File: config.mk
export PLATFORM = sky130hd
export DESIGN_NAME = pipelined_interval_timer
export DESIGN_NICKNAME = d
export VERILOG_FILES = /design/src/rtl/pipelined_interval_timer_pkg.sv /design/src/rtl/pipelined_interval_timer_equality_tree.sv /design/src/rtl/pipelined_interval_timer.sv
export SDC_FILE = /design/constraint.sdc
export NUM_CORES = 1
export LEC_CHECK = 0
export CAP_MARGIN = 20
export CORE_MARGIN = 5
export CORE_UTILIZATION = 57
export CTS_CLUSTER_SIZE = 30
export DETAILED_ROUTE_END_ITERATION = 10
export GPL_TIMING_DRIVEN = 0
export PLACE_DENSITY = 0.94
export SLEW_MARGIN = 20
export SYNTH_ARGS = -nofsm -noshare
export SYNTH_HDL_FRONTEND = slang
export SYNTH_SLANG_ARGS = --single-unit
File: constraint.sdc
create_clock -name clk -period 6.58 [get_ports clk]
set_input_delay 1.645 -clock clk [delete_from_list [all_inputs] [get_ports clk]]
set_output_delay 1.645 -clock clk [all_outputs]
set_load 0.05 [all_outputs]
File: src/rtl/pipelined_interval_timer_pkg.sv
// Shared definitions for the interval timer: FSM encoding and the chunk
// geometry helpers used by both the counter and the equality tree.
package pipelined_interval_timer_pkg;

  typedef enum logic [1:0] {
    ST_IDLE = 2'd0,
    ST_RUN  = 2'd1,
    ST_DONE = 2'd2
  } timer_state_e;

  // Bits per carry-chain chunk; a latency budget of one keeps a single chunk.
  function automatic int chunk_width(input int width, input int latency);
    if (latency <= 1) return width;
    return (width + latency - 1) / latency;
  endfunction

  // Number of chunks needed to cover the full width.
  function automatic int chunk_count(input int width, input int latency);
    int cw;
    cw = chunk_width(width, latency);
    return (width + cw - 1) / cw;
  endfunction

  // Width of the most significant chunk (may be narrower than the others).
  function automatic int last_chunk_width(input int width, input int latency);
    return width - chunk_width(width, latency) * (chunk_count(width, latency) - 1);
  endfunction

  // Cycles for the carry chain to ripple plus one for the registered compares.
  function automatic int settle_cycles(input int width, input int latency);
    if (latency <= 1) return 0;
    return chunk_count(width, latency) + 1;
  endfunction

endpackage

File: src/rtl/pipelined_interval_timer_equality_tree.sv
// Chunked equality compare: one registered compare per counter chunk,
// reduced by an AND tree. With a single-cycle budget the compare is direct.
module pipelined_interval_timer_equality_tree
  import pipelined_interval_timer_pkg::*;
#(
  parameter int WIDTH   = 32,
  parameter int LATENCY = 1
) (
  input  logic             clk,
  input  logic             rst,
  input  logic [WIDTH-1:0] a,
  input  logic [WIDTH-1:0] b,
  output logic             eq
);

  localparam int CW = chunk_width(WIDTH, LATENCY);
  localparam int CC = chunk_count(WIDTH, LATENCY);
  localparam int LW = last_chunk_width(WIDTH, LATENCY);

  logic [CC-1:0] cmp_d;
  logic [CC-1:0] cmp_q;

  for (genvar k = 0; k < CC; k++) begin : g_cmp
    localparam int LO = k * CW;
    localparam int KW = (k == CC - 1) ? LW : CW;
    assign cmp_d[k] = (a[LO +: KW] == b[LO +: KW]);
  end

  // Register the per-chunk compares so the AND tree sees settled chunk values.
  always_ff @(posedge clk) begin
    if (rst) cmp_q <= '0;
    else     cmp_q <= cmp_d;
  end

  assign eq = (LATENCY <= 1) ? &cmp_d : &cmp_q;

endmodule

File: src/rtl/pipelined_interval_timer.sv
// Programmable interval timer: chunked carry-chain tick counter, shadow
// period register reloaded at terminal count, periodic/one-shot modes,
// start/stop control and overrun detection.
//
// Tick handshake: `enable` is a request and `ready` an acceptance. A tick
// transfers only on a cycle where enable && ready; a request while ready is
// low is dropped (never queued) and, in RUN, raises the sticky overrun flag.
module pipelined_interval_timer
  import pipelined_interval_timer_pkg::*;
#(
  parameter int WIDTH   = 32,
  parameter int LATENCY = 1
) (
  input  logic             clk,
  input  logic             rst,
  input  logic             start,
  input  logic             stop,
  input  logic             mode,
  input  logic             load,
  input  logic [WIDTH-1:0] period_in,
  input  logic             enable,
  output logic             strobe,
  output logic             ready,
  output logic             running,
  output logic             done,
  output logic             overrun,
  output logic [WIDTH-1:0] count,
  output timer_state_e     state_dbg
);

  localparam int CW     = chunk_width(WIDTH, LATENCY);
  localparam int CC     = chunk_count(WIDTH, LATENCY);
  localparam int LW     = last_chunk_width(WIDTH, LATENCY);
  localparam int SETTLE = settle_cycles(WIDTH, LATENCY);
  localparam int SCW    = $clog2(SETTLE + 2);

  timer_state_e     state_q;
  logic             running_q, done_q, strobe_q, overrun_q, mode_q;
  logic [WIDTH-1:0] active_q, shadow_q;
  logic [SCW-1:0]   settle_q;
  logic [WIDTH-1:0] count_w;
  logic [CC-1:0]    cin;
  logic             eq, go, tick, terminal, restart;

  // stop beats start; start (including a restart from RUN) beats a tick.
  assign go       = start && !stop;
  assign ready    = running_q && (settle_q == '0);
  assign tick     = ready && enable && !stop && !start;
  assign terminal = tick && eq;
  assign restart  = go || terminal;
  assign cin[0]   = tick && !eq;

  for (genvar k = 0; k < CC; k++) begin : g_chunk
    localparam int LO  = k * CW;
    localparam int CWK = (k == CC - 1) ? LW : CW;
    localparam int SW  = (k < CC - 1) ? CWK + 1 : CWK;
    logic [CWK-1:0] val_q;
    logic [SW-1:0]  sum;

    assign sum = SW'(val_q) + SW'(cin[k]);
    assign count_w[LO +: CWK] = val_q;

    // Chunk value: restart loads 1 (low chunk) / 0, otherwise absorb carry-in.
    always_ff @(posedge clk) begin
      if (rst || restart) val_q <= (k == 0) ? CWK'(1) : '0;
      else                val_q <= sum[CWK-1:0];
    end

    if (k < CC - 1) begin : g_carry
      logic co_q;
      // Registered carry into the next chunk; restart discards in-flight carries.
      always_ff @(posedge clk) begin
        if (rst || restart) co_q <= 1'b0;
        else                co_q <= sum[SW-1];
      end
      assign cin[k+1] = co_q;
    end
  end

  pipelined_interval_timer_equality_tree #(
    .WIDTH   (WIDTH),
    .LATENCY (LATENCY)
  ) u_eq (
    .clk (clk),
    .rst (rst),
    .a   (count_w),
    .b   (active_q),
    .eq  (eq)
  );

  // Control FSM with period registers, settle timer and registered flags.
  always_ff @(posedge clk) begin
    if (rst) begin
      state_q   <= ST_IDLE;
      running_q <= 1'b0;
      done_q    <= 1'b0;
      strobe_q  <= 1'b0;
      overrun_q <= 1'b0;
      mode_q    <= 1'b0;
      active_q  <= '0;
      shadow_q  <= '0;
      settle_q  <= '0;
    end else begin
      strobe_q <= 1'b0;
      if (load) shadow_q <= period_in;
      if (stop) begin
        if (load && state_q != ST_RUN) active_q <= period_in;
        state_q   <= ST_IDLE;
        running_q <= 1'b0;
        done_q    <= 1'b0;
      end else if (start) begin
        state_q   <= ST_RUN;
        running_q <= 1'b1;
        done_q    <= 1'b0;
        overrun_q <= 1'b0;
        mode_q    <= mode;
        active_q  <= load ? period_in : shadow_q;
        settle_q  <= SCW'(SETTLE);
      end else begin
        case (state_q)
          ST_RUN: begin
            if (enable && !ready) overrun_q <= 1'b1;
            if (tick) begin
              settle_q <= SCW'(SETTLE);
              if (eq) begin
                strobe_q <= 1'b1;
                active_q <= shadow_q;
                if (mode_q) begin
                  state_q   <= ST_DONE;
                  running_q <= 1'b0;
                  done_q    <= 1'b1;
                end
              end
            end else if (settle_q != '0) begin
              settle_q <= settle_q - SCW'(1);
            end
          end
          default: begin
            if (load) active_q <= period_in;
          end
        endcase
      end
    end
  end

  assign strobe    = strobe_q;
  assign running   = running_q;
  assign done      = done_q;
  assign overrun   = overrun_q;
  assign count     = count_w;
  assign state_dbg = state_q;

endmodule

=== Word level (Yosys, flattened, before mapping) ===
Cells that the tools add are included.

* Output and inout bits: 39
* Word-level logic and storage cells: 78
* Bits in registers: 103

* Bitwise gates (word level): 4
* Add/subtract/negate cells: 2
* Eq/ne operators: 6
* Muxes and demuxes: 26
* Reductions and logical operators: 30

{| class="wikitable"
|+ Operator list
! cell !! count
|-
| $mux 32 || 8
|-
| $add 32x1->32 || 1
|-
| $eq 32x32->1 || 1
|-
| $mux 1 || 18
|-
| $reduce_and 4->1 || 3
|-
| $reduce_bool 2->1 || 5
|-
| $logic_and 1x1->1 || 9
|-
| $ne 4x4->1 const B || 2
|-
| $reduce_or 5->1 || 1
|-
| $logic_not 1->1 || 4
|-
| $ne 2x1->1 const B || 2
|-
| $not 1->1 || 4
|-
| $reduce_and 2->1 || 2
|-
| $reduce_bool 4->1 || 1
|-
| $reduce_and 3->1 || 1
|-
| $reduce_or 3->1 || 1
|-
| $eq 2x1->1 const B || 1
|-
| $logic_or 1x1->1 || 2
|-
| $reduce_or 2->1 || 1
|-
| $sub 1x1->1 const B || 1
|}

=== Logic depth before layout (Yosys ltp) ===
Gate-level depths: netlist of the first run.

* Depth after elaboration: 9
* Gate-level depth with buffers: 12
* Gate-level depth less buffers: 11

=== Cells and area by module ===
Synthesis of the first run repeated with hierarchy kept, for this count alone.

* Cells, all modules: 542
* Area total of the unflattened synthesis: 4697.0 um^2

{| class="wikitable"
|+ By module, submodules not included
! module !! cells an instance !! area each (um^2) !! times used
|-
| pipelined_interval_timer || 499 || 4350.4 || 1
|-
| pipelined_interval_timer_equality_tree || 43 || 346.6 || 1
|}

=== Worst setup path before layout of the first run ===
Ideal clock, no wire load.

* Kind: input to register
* Start: input port enable
* End: register g_chunk[0].val_q[24], in the netlist count[24]
* Arrival time: 3.399 ns
* Stages: 9
* Library setup time: 0.115 ns
* Path slack: 3.066 ns
* Path buffers: 0
* Cell sequence: nor2b_1 > nand3_1 > nor2_1 > ha_1 > nand4_1 > nor4_4 > nand4_1 > xor2_1 > nor2_2

* Longest elaborated chain between the ends: 6

{| class="wikitable"
|+ Ends and longest elaborated chain
! element !! line !! RTL
|-
| start: declaration || pipelined_interval_timer.sv:21 || <nowiki>input logic enable,</nowiki>
|-
| $logic_and 1x1->1 (*) (3 in series) || pipelined_interval_timer.sv:48 || <nowiki>assign tick = ready && enable && !stop && !start;</nowiki>
|-
| parallel branches: the longest is 3 deep, another holds $add 32x1->32 || - ||
|-
| end signal: assignment || pipelined_interval_timer.sv:65 || <nowiki>if (rst || restart) val_q <= (k == 0) ? CWK'(1) : '0;</nowiki>
|-
| end signal: assignment || pipelined_interval_timer.sv:66 || <nowiki>else val_q <= sum[CWK-1:0];</nowiki>
|-
| end: declaration || pipelined_interval_timer.sv:57 || <nowiki>logic [CWK-1:0] val_q;</nowiki>
|}

Every way passes the cells marked *.
A chain may end at the register's enable or synchronous reset.

=== Worst setup path after layout of the first run ===
* Start: input port stop
* End: register g_chunk[0].val_q[17], in the netlist count[17]

* Longest elaborated chain between the ends: 6

{| class="wikitable"
|+ Ends and longest elaborated chain
! element !! line !! RTL
|-
| start: declaration || pipelined_interval_timer.sv:17 || <nowiki>input logic stop,</nowiki>
|-
| $logic_not 1->1 (*) || pipelined_interval_timer.sv:46, pipelined_interval_timer.sv:48 ||
|-
| parallel branches: the longest is 5 deep, another holds $add 32x1->32 || - ||
|}

Marked as above.

==> run summary, run 1 <==
### Final layout
* share of cells above drive strength 1: 12.1%
* Synth-to-Final Area Change: 22.5%
* total of fill cells in the finished design: 567
* net count of the finished layout: 608
* area of all placed cells without fillers: 5810 µm²
* number of inserted diodes: 0

### Timing
* post-route clock skew: 0.00831 ns
* setup repair after global routing missed its margin: no
* actual transition at the worst max-transition pin: 0.690 ns
* post-route worst hold slack: 0.464 ns
* final critical delay including setup and external delays: 4.08 ns
* final count of negative-setup-slack endpoints: 0
* max-slew violation count: 0
* setup slack of the critical path after layout: 2.50 ns
* Hold Fails Final Rpt: 0
* Post-Route Setup TNS: 0 ns
* period utilisation layout: 62.0%
* Achievable Freq: 0.245 GHz
* Slew Limit Headroom: 53.7%

### Setup path
* Worst R2R Setup Slack: 3.60 ns
* Reg2Reg Depth: 11
* Data required, critical path: 6.84 ns
* worst-path fanout max: 9
* crit path capture type: flop
* CP cell instances: clkdlybuf4s50_1, nor2b_1, nand3_1, nor2_1, ha_1, nand4_1, nor4_4, nand2_1, xor2_1, nor2_1
* cell mode on critical path: nor2_1
* CP arrival: 4.34 ns
* element type at the critical path start: input pin
* FF-to-FF Start: count[23]
* cell at the slowest stage of the critical path: nor4_4
* type of the setup path with the least slack: input pin to flop
* beginning of the critical path: stop
* capture instance of the worst register-to-register path: count[17]
* maximum cell stage delay along the critical path: 0.54 ns

### Global route
* combined global-route utilization of all metal layers: 22.8%
* Congestion Overflow GR: 0
* global-route wire length before repair: 18,500 µm
* initial antenna violation count: 0
* via count of the first global-routing pass: 3,848
* maximum number of pins on one net before global-route repair: 17

### Clock tree
* maximum clock path buffer count: 2
* setup repair bufs after CTS: 0
* Resized cells post-CTS: 0
* clock buffer count from CTS: 9
* register clock-pin slew on the reported worst setup and hold paths: 0.10 ns
* clock tree from TritonCTS: built
* htree depth: 3
* root buffer cell: clkbuf_8
* hold-fix buffer count after cts: 0
* TritonCTS Sinks: 101
* Clk Latency, worst-skew pair: 0.37 ns

### Synth
* count of warnings emitted by yosys: 0
* Synth top area share: 42.6%
* count of distinct cell types in the synthesized netlist: 40
* Yosys top cell by area: dfxtp_1
* Post-Syn Instances: 480
* Mapped Nets: 521
* FF+latch count, synth: 101
* Avg Cell Area, Syn: 9.88 µm²
* Area contributors post-synth: dfxtp_1 (43%), mux2i_1 (14%), xor2_1 (9.8%)
* sequential cell area fraction in the yosys report: 42.6%
* Netlist Area Pre-Place: 4740 µm²

### Die
* Die Outline Area: 10,200 µm²
* CORE AREA: 8180 µm²
* io pins: 78
* die height: 101 µm
* site row count: 33
* starting utilization of the core area: 58.0%
* Horiz. Die Dim: 101 µm

### Run
* total of max-cap violations: 0

### Detailed routing
* Starting DRT DRC Count: 163
* final wirelength: 11,300 µm
* mean number of vias per cell: 5.62
* number of vias after detailed routing: 3,800
* number of nets still failing antenna checks after routing: 0
* average routed wire per standard cell: 16.8 µm
* DRC errors left: 0
* first-pass detailed-route iteration total: 4

### Placement
* pre-CTS WS: 2.20 ns
* gp weighted congestion: 0.936
* half-perimeter wire length of the detailed placement result: 8700 µm
* instance area after placement: 5630 µm²
* Port-buffer cells: 76

### Power and ir drop
* Peak supply drop: 0.143 mV
* Total Power: 1.18 mW
* Static Leak: 2.30 nW
* ratio of total power to cell area: 203 nW/µm²

### Hold path
* Min-Delay Startpoint: overrun
* type of the worst min-delay path: flop to flop
* number of cells traversed by the worst hold path: 1
* destination of the worst hold path: overrun

### Status
* result of the run: completed

[power breakdown]
part           total [mW]  switching, mW  internal (mW)
combinational       0.156         0.0813         0.0749
clock               0.365          0.217          0.148
sequential          0.658         0.0194          0.638
total                1.18          0.317          0.861
[cells in the mapped netlist]
master    count
dfxtp_1     101
mux2i_1      65
nor2_1       55
xor2_1       53
nand2_1      42
o22ai_1      32
nor2_2       21
nand4_1      11
nand3_1       9
xnor2_1       9
clkbuf_1      8
and3_1        7
buf_2         6
buf_4         6
nor4_4        6
buf_1         5
and4_1        4
buf_6         4
nor4_2        4
and2_1        3
inv_1         3
a211oi_1      2
a31oi_1       2
ha_1          2
nand3b_1      2
nand4_4       2
nand4b_1      2
nor2b_1       2
a21oi_1       1
and4_2        1
mux2_2        1
nand2b_1      1
nor3_1        1
nor3_4        1
nor4_1        1
nor4b_1       1
o31ai_1       1
o31ai_4       1
or2_2         1
xor2_2        1
[state kept, by name (all words and copies together), names as in the netlist]
register	flops
mode_q	1
count	32
shadow_q	32
active_q	32
state_dbg	1
strobe	1
overrun	1
running	1
[logic make-up after synthesis]
group	synth area share [%]
flip-flops	42.6
XOR/XNOR	11.8
multiplexers	14.0
AND/OR/NAND/NOR	21.7
AO/OA/AOI/OAI	5.52
buffers and inverters	3.80
adder cells (fa/ha/maj)	0.528
[layout make-up]
type	count	area (µm²)	area share, %
Buffer	29	169	2.91
Clock buffer	11	141	2.43
Clock inverter	4	32.5	0.560
Inverter	3	11.3	0.194
Multi-Input combinational cell	347	2540	43.7
Sequential cell	101	2020	34.8
Tap cell	105	131	2.26
Timing Repair Buffer	76	761	13.1
[stage by stage]
step / std cells / utilization, %
2_1_floorplan: 480 / -
3_3_place_gp: 661 / 68.9
3_5_place_dp: 661 / 68.9
4_1_cts: 676 / 71.0
5_1_grt: 676 / 71.0
6_report: 676 / 71.0
[cell usage in the layout, fill, tap and decap left out, types with 6 or more instances in the layout]
master,netlist,layout
and3_1,7,7
buf_2,6,6
buf_4,6,6
clkbuf_1,8,9
clkbuf_8,0,10
clkdlybuf4s50_1,0,76
dfxtp_1,101,101
mux2i_1,65,65
nand2_1,42,42
nand3_1,9,9
nand4_1,11,11
nor2_1,55,55
nor2_2,21,21
nor4_4,6,6
o22ai_1,32,32
xnor2_1,9,9
xor2_1,53,53
[critical path: cells and delay by family]
kind          cells  cell delay, ns
simple gates      7            1.67
buf+inv           1            0.51
xor+xnor          1            0.27
fa+ha+maj         1            0.23
[worst max path at each step]
| stage | end | slack, ns | cells past startpoint |
|---|---|---|---|
| after floorplan | count[24] | 3.07 | 9 |
| final | count[17] | 2.50 | 10 |
| after CTS | count[17] | 2.55 | 10 |
| after global placement | count[26] | 2.33 | 10 |
| after detailed placement | count[24] | 2.20 | 10 |
| after global routing | count[17] | 2.30 | 10 |
[metal layers]
layer  routed length, µm  global-route usage [%]  share of wire [%]  up-vias
met3                 592                    3.72                5.2       29
li1                    -                       -                  -     1829
met4                 396                    12.1                3.5        0
met5                   0                       0                  0        -
met1                4810                    28.6                 42     1818
met2                5530                    37.8                 49      124
(Power assumes the default switching activity.)
==> run 2, diff against run 1 <==
Settings changed: CORE_UTILIZATION 57 to 48, PLACE_DENSITY 0.94 to 0.85.
Clock period 6.58 ns to 3.44 ns, I/O delays scaled along.
==> run 2 against run 1 <==
  * Count of clock-buffer cells in the layout increased by 1
  * Largest power group unchanged
  * Non-clock buffer count increased by 2
  * Die area increased by 17%
  * Via count decreased by 2.2%
  * Global-route usage decreased by 4.0 points
  * Cell count increased by 4.4%
  * Register-to-register slack got worse by 2.9 ns
  * Hold slack improved by 0.012 ns
  * Combinational power increased by 88%
==> run summary, run 2 (synthesis gave the netlist of run 1 again) <==
### Final layout
* Final Util: 60.4%, was 71.0%
* area occupied by multi-input gates: 2540 µm², unchanged
* footprint of the flip-flops and latches: 2020 µm², unchanged
* most frequent standard cell in the layout excluding fill and tap cells: dfxtp_1, unchanged
* share of cells above drive strength 1: 12.2%, was 12.1%
* total of fill cells in the finished design: 801, was 567
* Synth-to-Final Area Change: 23.4%, was 22.5%
* number of inserted diodes: 0, unchanged
* highest-count cells in the layout ignoring fill and taps: dfxtp_1 (101), clkdlybuf4s50_1 (76), mux2i_1 (65), nor2_1 (55), xor2_1 (53), unchanged
* net count of the finished layout: 610, was 608

### Setup path
* Worst R2R Setup Slack: 0.66 ns, was 3.60 ns
* cell at the slowest stage of the critical path: clkdlybuf4s50_1, was nor4_4
* cell mode on critical path: nand4_1, was nor2_1
* Data required, critical path: 3.71 ns, was 6.84 ns
* kind of cell adding the most delay to the critical path: simple AND/OR/NAND/NOR gates, unchanged
* CP arrival: 3.43 ns, was 4.34 ns
* beginning of the critical path: stop, unchanged
* Reg2Reg Depth: 12, was 11
* type of the setup path with the least slack: input pin to flop, unchanged
* maximum cell stage delay along the critical path: 0.52 ns, was 0.54 ns
* CP cell instances: clkdlybuf4s50_1, nor2b_1, nand3_1, nor2_1, ha_1, nand4_1, nor4_4, buf_4, nand4_1, xor2_1, nor2_2, was clkdlybuf4s50_1, nor2b_1, nand3_1, nor2_1, ha_1, nand4_1, nor4_4, nand2_1, xor2_1, nor2_1
* capture instance of the worst register-to-register path: count[25], was count[17]
* FF-to-FF Start: count[27], was count[23]
* worst-path fanout max: 8, was 9
* element type at the critical path start: input pin, unchanged
* WP buf/inv: 2, was 1
* crit path capture type: flop, unchanged

### Die
* site row count: 36, was 33
* CORE AREA: 9680 µm², was 8180 µm²
* starting utilization of the core area: 49.0%, was 58.0%
* die height: 109 µm, was 101 µm
* Die Outline Area: 12,000 µm², was 10,200 µm²
* io pins: 78, unchanged
* Horiz. Die Dim: 109 µm, was 101 µm

### Clock tree
* hold-fix buffer count after cts: 0, unchanged
* htree depth: 3, unchanged
* clock tree from TritonCTS: built, unchanged
* maximum clock path buffer count: 2, unchanged
* TritonCTS Sinks: 101, unchanged
* root buffer cell: clkbuf_8, unchanged
* clock buffer count from CTS: 9, unchanged
* Clk Latency, worst-skew pair: 0.36 ns, was 0.37 ns
* register clock-pin slew on the reported worst setup and hold paths: 0.09 ns, was 0.10 ns

### Timing
* actual transition at the worst max-transition pin: 0.709 ns, was 0.690 ns
* setup repair after global routing missed its margin: no, unchanged
* final count of negative-setup-slack endpoints: 0, unchanged
* period utilisation layout: 91.9%
* post-route clock skew: 0.0116 ns, was 0.00831 ns
* max-slew violation count: 0, unchanged
* Post-Route Setup TNS: 0 ns, unchanged
* final critical delay including setup and external delays: 3.16 ns
* Slew Limit Headroom: 52.7%, was 53.7%
* Hold Fails Final Rpt: 0, unchanged
* Achievable Freq: 0.316 GHz

### Global route
* Congestion Overflow GR: 0, unchanged
* global-route wire length before repair: 17,800 µm, was 18,500 µm
* combined global-route utilization of all metal layers: 18.8%, was 22.8%
* via count of the first global-routing pass: 3,720, was 3,848
* maximum number of pins on one net before global-route repair: 16, was 17
* initial antenna violation count: 0, unchanged

### Detailed routing
* final wirelength: 10,900 µm, was 11,300 µm
* Starting DRT DRC Count: 122, was 163
* first-pass detailed-route iteration total: 4, unchanged
* metal1 wirelength: 4840 µm, was 4810 µm
* mean number of vias per cell: 5.26, was 5.62
* number of vias after detailed routing: 3,717, was 3,800
* average routed wire per standard cell: 15.4 µm, was 16.8 µm
* number of nets still failing antenna checks after routing: 0, unchanged
* top routing layer in use: met4, unchanged
* met2 WL: 5100 µm, was 5530 µm
* DRC errors left: 0, unchanged
* met3 WL: 664 µm, was 592 µm

### Power and ir drop
* Static Leak: 2.31 nW, was 2.30 nW
* ratio of total power to cell area: 380 nW/µm², was 203 nW/µm²
* internal power: 1.65 mW, was 0.861 mW
* Comb power frac: 13.2%, was 13.3%
* total net switching power: 0.579 mW, was 0.317 mW
* Clk pwr share: 30.3%, was 31.0%
* fraction of power consumed by sequential logic: 56.5%, was 55.8%
* Switching Share: 26.0%, was 26.9%
* Peak supply drop: 0.226 mV, was 0.143 mV

### Hold path
* number of cells traversed by the worst hold path: 1, unchanged
* destination of the worst hold path: overrun, unchanged
* type of the worst min-delay path: flop to flop, unchanged
* Min-Delay Startpoint: overrun, unchanged

### Placement
* gp weighted congestion: 0.844, was 0.936
* half-perimeter wire length of the detailed placement result: 8510 µm, was 8700 µm
* Port-buffer cells: 76, unchanged

### Run
* total of max-cap violations: 0, unchanged

### Status
* result of the run: completed, unchanged

[run 2: cell types whose count changed in the layout (fill, tap and decap cells not counted)]
cell / previous run / this run
clkbuf_1: 9 / 10
clkinv_4: 1 / 2
inv_6: 1 / 0
clkinv_2: 0 / 1
clkinvlp_4: 2 / 0
buf_4: 6 / 8
[run 2: per-layer routing]
layer	track usage (%)	vias up
met5	0	-
met4	7.75	0
met3	3.35	22
met2	30.4	120
met1	24.9	1732
li1	-	1843
[run 2: worst register-to-register path, cell delays in order, from the launching register on]
cell and delay (ns):
dfxtp_1 0.48, xor2_1 0.16, nor4_2 0.47, nand4_4 0.21
nor2_1 0.19, nor2_1 0.09, ha_1 0.23, nand4_1 0.22
nor4_4 0.08, buf_4 0.19, nand4b_1 0.12, xor2_1 0.20
nor2_2 0.04
[run 2: final cells by class]
type / instances / share of cell area, %
buffer: 29 / 2.89
clock buffer: 12 / 2.48
clock inverter: 3 / 0.385
inverter: 3 / 0.192
multi-input combinational: 347 / 43.4
sequential: 101 / 34.6
tap: 133 / 2.84
timing repair buffer: 78 / 13.3
[run 2: repair_timing]
action / 4_1_cts / 5_1_grt
resized for setup: 0 / 0
endpoints found under the hold margin: 0 / 0
buffers inserted: 0 / 2
setup endpoints to repair: 0 / 11
[run 2: worst max path at each step]
stage	endpoint	slack [ns]	depth (start not counted)
floorplan	count[24]	0.71	11
global placement	count[26]	-0.06	10
detailed placement	count[24]	-0.13	10
CTS	count[24]	0.25	10
global route	count[21]	0.05	11
finish	count[24]	0.28	11
[run 2: power groups by stage]
stage               Sequential [mW]  Combinational [mW]  Clock (mW)
floorplan                      1.28               0.201           0
global placement               1.28               0.284           0
detailed placement             1.28               0.294           0
CTS                            1.26               0.295       0.684
global route                   1.26               0.321       0.727
finish                         1.26               0.294       0.674
[run 2: metrics by stage]
| step | cell area, µm² | hold slack [ns] | total power, mW | instances | setup slack, ns |
|---|---|---|---|---|---|
| after floorplan | 4740 | 0.458 | 1.48 | 480 | 0.707 |
| after global placement | 5670 | 0.446 | 1.56 | 689 | -0.0640 |
| after detailed placement | 5670 | 0.456 | 1.58 | 689 | -0.126 |
| after CTS | 5840 | 0.477 | 2.24 | 704 | 0.250 |
| after global routing | 5850 | 0.499 | 2.31 | 706 | 0.0499 |
| final | 5850 | 0.476 | 2.22 | 706 | 0.279 |
